<file path="src/rtl/relu_sched_pkg.sv">
// ---------------------------------------------------------------------------
// relu_sched_pkg
// Shared types and helpers for the ReLU layer scheduler.
//   sched_state_e : scheduler FSM state encoding
//   idx_width()   : bits needed to index n neurons (minimum 1)
// ---------------------------------------------------------------------------
package relu_sched_pkg;

    typedef enum logic [1:0] {
        IDLE  = 2'd0,
        RUN   = 2'd1,
        DRAIN = 2'd2,
        DONE  = 2'd3
    } sched_state_e;

    // ceil(log2(n)), never less than 1 so a 1-bit index is always legal
    function automatic int idx_width(input int n);
        int w;
        w = 1;
        for (int i = 1; i < 31; i++) begin
            if ((1 << i) < n) begin
                w = i + 1;
            end
        end
        return w;
    endfunction

endpackage

</file>
<file path="src/rtl/relu_sched_relu.sv">
// ---------------------------------------------------------------------------
// relu_sched_relu
// Combinational ReLU from a signed 2*data_width accumulator to an unsigned
// data_width activation. Negative inputs give 0; positive inputs larger than
// the activation range saturate to all ones.
// Ports:
//   din  in  2*data_width  signed accumulator value
//   dout out data_width    activation
// ---------------------------------------------------------------------------
module relu_sched_relu #(
    parameter int data_width = 4
) (
    input  logic [2*data_width-1:0] din,
    output logic [data_width-1:0]   dout
);

    logic neg;
    logic ovf;

    assign neg = din[2*data_width-1];
    // any set bit between the sign and the activation field means the value
    // does not fit in data_width unsigned bits
    assign ovf = |din[2*data_width-2:data_width];

    always_comb begin
        dout = din[data_width-1:0];
        if (neg) begin
            dout = '0;
        end else if (ovf) begin
            dout = '1;
        end
    end

endmodule

</file>
<file path="src/rtl/relu_layer_scheduler.sv">
// ---------------------------------------------------------------------------
// relu_layer_scheduler
// Time-multiplexes one ReLU across all neuron accumulators of a layer.
// A full accumulator vector is captured on the input handshake, then one
// neuron per cycle is passed through the ReLU into an output register that
// drives an indexed valid/ready stream. Accepted activations are also
// collected into a packed vector.
//
// state | meaning
// ------+----------------------------------------------------------------
// IDLE  | waiting for an accumulator vector (acc_ready=1)
// RUN   | feeding buffer[idx] through the ReLU into the output register
// DRAIN | last element loaded, waiting for it to be accepted
// DONE  | layer complete, layer_done pulses for this single cycle
//
// Ports:
//   clk         in   system clock, rising edge
//   rst_n       in   asynchronous active-low reset
//   flush       in   synchronous abort back to IDLE
//   acc_valid   in   accumulator vector valid
//   acc_ready   out  scheduler can accept a vector
//   acc_data    in   packed accumulators, neuron i at [i*2W +: 2W]
//   out_valid   out  activation valid
//   out_ready   in   downstream accepts activation
//   out_data    out  ReLU(acc[out_idx])
//   out_idx     out  neuron index of out_data
//   out_last    out  out_data is the final neuron
//   act_vec     out  packed accepted activations, neuron i at [i*W +: W]
//   layer_done  out  one-cycle pulse after the last element is accepted
// ---------------------------------------------------------------------------
module relu_layer_scheduler
    import relu_sched_pkg::*;
#(
    parameter int  DATA_WIDTH  = 4,
    parameter int  NUM_NEURONS = 4,
    localparam int IDX_W       = idx_width(NUM_NEURONS)
) (
    input  logic                              clk,
    input  logic                              rst_n,
    input  logic                              flush,
    input  logic                              acc_valid,
    output logic                              acc_ready,
    input  logic [NUM_NEURONS*2*DATA_WIDTH-1:0] acc_data,
    output logic                              out_valid,
    input  logic                              out_ready,
    output logic [DATA_WIDTH-1:0]             out_data,
    output logic [IDX_W-1:0]                  out_idx,
    output logic                              out_last,
    output logic [NUM_NEURONS*DATA_WIDTH-1:0] act_vec,
    output logic                              layer_done
);

    localparam int              ACC_W    = 2 * DATA_WIDTH;
    localparam logic [IDX_W-1:0] LAST_IDX = IDX_W'(NUM_NEURONS - 1);

    sched_state_e state_q;
    sched_state_e state_d;

    logic [NUM_NEURONS-1:0][ACC_W-1:0]      buf_q;
    logic [NUM_NEURONS-1:0][DATA_WIDTH-1:0] act_q;
    logic [IDX_W-1:0]                       idx_q;
    logic [DATA_WIDTH-1:0]                  relu_out;

    logic acc_fire;
    logic out_fire;
    logic load_en;
    logic idx_at_last;

    assign acc_fire    = acc_valid && acc_ready;
    assign out_fire    = out_valid && out_ready;
    assign idx_at_last = (idx_q == LAST_IDX);
    // output register is free when empty or being drained this cycle
    assign load_en     = (state_q == RUN) && (!out_valid || out_ready);
    assign act_vec     = act_q;

    relu_sched_relu #(
        .data_width(DATA_WIDTH)
    ) u_relu (
        .din (buf_q[idx_q]),
        .dout(relu_out)
    );

    // state register
    always_ff @(posedge clk or negedge rst_n) begin
        if (!rst_n) begin
            state_q <= IDLE;
        end else begin
            state_q <= state_d;
        end
    end

    // next-state logic
    always_comb begin
        state_d = state_q;
        if (flush) begin
            state_d = IDLE;
        end else begin
            case (state_q)
                IDLE:    if (acc_fire) state_d = RUN;
                RUN:     if (load_en && idx_at_last) state_d = DRAIN;
                DRAIN:   if (out_fire) state_d = DONE;
                DONE:    state_d = IDLE;
                default: state_d = IDLE;
            endcase
        end
    end

    // state-decoded outputs
    always_comb begin
        acc_ready  = 1'b0;
        layer_done = 1'b0;
        case (state_q)
            IDLE:    acc_ready  = 1'b1;
            DONE:    layer_done = 1'b1;
            default: ;
        endcase
    end

    // datapath: input buffer, element index, output register, result vector
    always_ff @(posedge clk or negedge rst_n) begin
        if (!rst_n) begin
            buf_q     <= '0;
            idx_q     <= '0;
            out_valid <= 1'b0;
            out_data  <= '0;
            out_idx   <= '0;
            out_last  <= 1'b0;
            act_q     <= '0;
        end else if (flush) begin
            // act_q deliberately keeps the partially collected layer
            out_valid <= 1'b0;
            idx_q     <= '0;
        end else begin
            if (acc_fire) begin
                buf_q <= acc_data;
                idx_q <= '0;
            end
            if (out_fire) begin
                act_q[out_idx] <= out_data;
            end
            if (load_en) begin
                out_data  <= relu_out;
                out_idx   <= idx_q;
                out_last  <= idx_at_last;
                out_valid <= 1'b1;
                // index parks on the last neuron instead of wrapping
                if (!idx_at_last) begin
                    idx_q <= idx_q + IDX_W'(1);
                end
            end else if (out_fire) begin
                out_valid <= 1'b0;
            end
        end
    end

endmodule

</file>
<file path="config.mk">
export PLATFORM = sky130hd
export DESIGN_NAME = relu_layer_scheduler
export DESIGN_NICKNAME = d
export VERILOG_FILES = /design/src/rtl/relu_sched_pkg.sv /design/src/rtl/relu_sched_relu.sv /design/src/rtl/relu_layer_scheduler.sv
export SDC_FILE = /design/constraint.sdc
export NUM_CORES = 1
export LEC_CHECK = 0
export ABC_AREA = 1
export CORE_MARGIN = 2
export CORE_UTILIZATION = 54
export CTS_CLUSTER_SIZE = 25
export DETAILED_ROUTE_END_ITERATION = 6
export HOLD_SLACK_MARGIN = 0.08
export PLACE_DENSITY = 0.9
export SLEW_MARGIN = 30
export SYNTH_ARGS = -nofsm -noshare
export SYNTH_HDL_FRONTEND = slang
export SYNTH_SLANG_ARGS = --single-unit
</file>
<file path="constraint.sdc">
create_clock -name clk -period 2.72 [get_ports clk]
set_clock_uncertainty 0.05 [all_clocks]
set_input_delay 0.68 -clock clk [delete_from_list [all_inputs] [get_ports clk]]
set_output_delay 0.68 -clock clk [all_outputs]
set_load 0.02 [all_outputs]
</file>
==> results.py <==
metrics = {
    "routing": {
        "drt_iter0_drc": 141,
        "post_drt_wl_per_cell_um": 13.68,
        "route.detailed.drc": 0,
        "wl_mm": 5.528,
        "final_antenna_net_count": 0,
        "first_pass_iters": 4,
        "vias": 2049,
        "routed_via_density": 5.072,
    },
    "floorplan": {
        "die_w_um": 75.28,
        "start_util_pct": 56.96,
        "die_y_um": 75.28,
        "core_area_um2": 4817,
        "pin_count": 63,
        "dieArea_um2": 5667,
        "rows": 25,
    },
    "min_path": {
        "hold_path.class": "in2async",
    },
    "synth": {
        "synth_largest_area_cell": "dfrtp_1",
        "syn_inst": 264,
        "yosysWarnings": 0,
        "ys_ff_latch": 60,
        "synth_compound_area_share_pct": 5.107,
        "yosys-top-cells-area": "dfrtp_1 55%, mux2_4 13%, nand2_1 10%",
        "yosysTopAreaCellShare_pct": 54.72,
        "syn_avg_cell_area_um2": 10.39,
        "yosys.area_share.simple_pct": 17.60,
        "ys_types": 17,
        "synth-xor-area-share_pct": 0,
        "seq_area_frac_synth_pct": 54.72,
        "synth_top_family_by_area": "simple AND/OR/NAND/NOR gates",
        "synth_fa_ha_area_share_pct": 2.736,
        "muxShareOfSynthArea_pct": 15.18,
        "netlist_area_um2": 2744,
        "syn_nets": 307,
    },
    "power_and_ir_drop": {
        "swShare_pct": 34.27,
        "power.clock.fraction_pct": 22.6,
        "seq_power_share_pct": 39.6,
        "powerDensity_nw_per_um2": 1065,
        "cellLeakagePower_nw": 1.716,
        "p_sw_mw": 1.330,
        "p_int_mw": 2.551,
        "ir_drop_uv": 719.3,
        "combPwrFrac_pct": 37.8,
    },
    "global_routing": {
        "grt_first_pass_wirelength_mm": 9.335,
        "overflow": 0,
        "grt_max_degree": 35,
        "antenna_found_initial": 0,
        "grt_pass1_vias": 2055,
        "grtUsageTotal_pct": 22.42,
    },
    "clocking": {
        "cts_buffers": 9,
        "cts.repair.resized": 0,
        "cts_tree": "done",
        "clk_pin_slew_ps": 60,
        "cts_root_buffer": "clkbuf_8",
        "cts.sinks": 60,
        "insertion_delay_ps": 340,
        "htreeDepth": 3,
        "ctsHoldBuffers": 0,
        "clk_path_buf_depth": 2,
        "cts_setup_buffers": 0,
    },
    "timing": {
        "hold_viol_final": 0,
        "tns_ps": 0,
        "layout_setup_ws_ps": 185.8,
        "setup_viol": 0,
        "tightestPinTransition_ps": 613.6,
        "drv_slew": 0,
        "fmax_mhz": 394.6,
        "maxSlewHeadroom_pct": 59.09,
        "fin_crit_sh_pct": 93.17,
        "post-route-min-period_ps": 2534,
        "rsz0062_at_grt": "false",
    },
    "cells_and_area": {
        "area_delta_synth_final_pct": 32.79,
        "antennaDiodeCount": 0,
        "drive_gt1_share_pct": 15.43,
        "seq_area_um2": 1501,
        "nNetsFinal": 375,
        "n_fill_cell": 338,
        "multi_input_area_um2": 1115,
    },
    "critical_path": {
        "critical_path_class": "reg2out",
        "cp.buffers_inverters": 2,
        "rrSetupSlack_ps": 870,
        "end_kind": "output pin",
        "rr_endpoint": "buf_q[30]",
        "cpMaxStageDelayCell": "clkdlybuf4s50_1",
        "cp.required_ps": 1990,
        "cp_max_fo": 4,
        "cp.arrival_ps": 1800,
        "critPathLaunchType": "flop",
        "cp_cell_sequence": "inv_1 -> ha_1 -> clkdlybuf4s50_1",
        "worstRegToRegCells": 5,
        "critPathMaxStageDelay_ps": 640,
        "r2r-start": "state_q[1]",
        "cpLargestDelayFamily": "buffers and inverters",
    },
    "flow_run": {
        "drv_cap": 0,
    },
    "outcome": {
        "status": "finished clean",
    },
    "placement": {
        "place_ws_ps": 380.2,
        "io_buffers": 62,
        "dpl.hpwl_mm": 4.140,
        "gp_congestion": 0.7920,
    },
}
==> metrics by stage <==
step	cells	power [mW]	hold slack, ps	area [um^2]	util [%]
final	404	3.880	306.4	3643	75.64
after global routing	404	4.125	346.5	3643	75.64
after CTS	404	3.894	312.4	3643	75.64
after detailed placement	388	3.017	422.7	3427	71.14
after global placement	388	2.934	414.9	3427	71.14
after floorplan	264	2.492	334.4	2744	-
==> placed cells by master, fill, tap and decap left out, drive strengths merged <==
cell type and instances:
nor2 14, clkinvlp 2, or2 2, a21oi 8, bufinv 2, inv 19, nand2 74, o21ai 20
nand3 25, buf 3, ha 6, mux2 29, clkbuf 10, dfrtp 60, clkdlybuf4s50 61, clkinv 2
==> cell families after synthesis <==
logic type	after synthesis
multiplexers	29
adder cells (fa/ha/maj)	6
flip-flops	60
buffers and inverters	26
AND/OR/NAND/NOR	115
AO/OA/AOI/OAI	28
==> metal layers <==
layer  up-vias  global-route usage (%)  share of wire [%]  wire length (um)
met4         0                   7.602                1.4                80
met5         -                       0                  0                 0
met1       970                   28.18                 44              2428
li1        997                       -                  -                 -
met3         9                   5.756                5.8               321
met2        73                   37.87                 49              2697
==> synthesized netlist by cell type <==
| cell | count |
|---|---|
| inv_1 | 18 |
| or2_2 | 2 |
| mux2_2 | 5 |
| buf_6 | 3 |
| ha_1 | 6 |
| inv_2 | 1 |
| dfrtp_1 | 60 |
| buf_2 | 3 |
| nand3_1 | 24 |
| nor2_1 | 13 |
| nor2_2 | 1 |
| buf_4 | 1 |
| nand3_4 | 1 |
| nand2_1 | 74 |
| a21oi_1 | 8 |
| mux2_4 | 24 |
| o21ai_0 | 20 |
==> area by class of cell <==
class	instances	share of cell area (%)
Tap cell	67	2.301
Timing Repair Buffer	64	17.99
Clock inverter	6	2.438
Multi-Input combinational cell	178	30.60
Sequential cell	60	41.21
Clock buffer	10	3.503
Inverter	19	1.957
==> power groups by stage <==
stage | clock [mW] | sequential [mW] | combinational (mW)
floorplan | 0 | 1.58 | 0.910
CTS | 0.881 | 1.54 | 1.48
detailed placement | 0 | 1.55 | 1.47
global route | 0.919 | 1.59 | 1.62
global placement | 0 | 1.52 | 1.41
finish | 0.878 | 1.54 | 1.47
==> state kept, by name, summed over array words and instances (netlist names) <==
name and count:
out_last 1, out_data 4, act_vec 16, idx_q 2
buf_q 32, out_valid 1, state_q 2, out_idx 2
==> how the worst max path moves through the flow <==
stage	start	end	slack [ps]	depth (start not counted)
2_1_floorplan	state_q[0]	buf_q[0]	1060	5
3_3_place_gp	flush	buf_q[6]	410	5
6_report	state_q[1]	acc_ready	190	3
4_1_cts	state_q[0]	acc_ready	180	3
3_5_place_dp	flush	buf_q[13]	380	5
5_1_grt	state_q[1]	acc_ready	60	3
No activity file was read; power rests on OpenSTA's default activity.
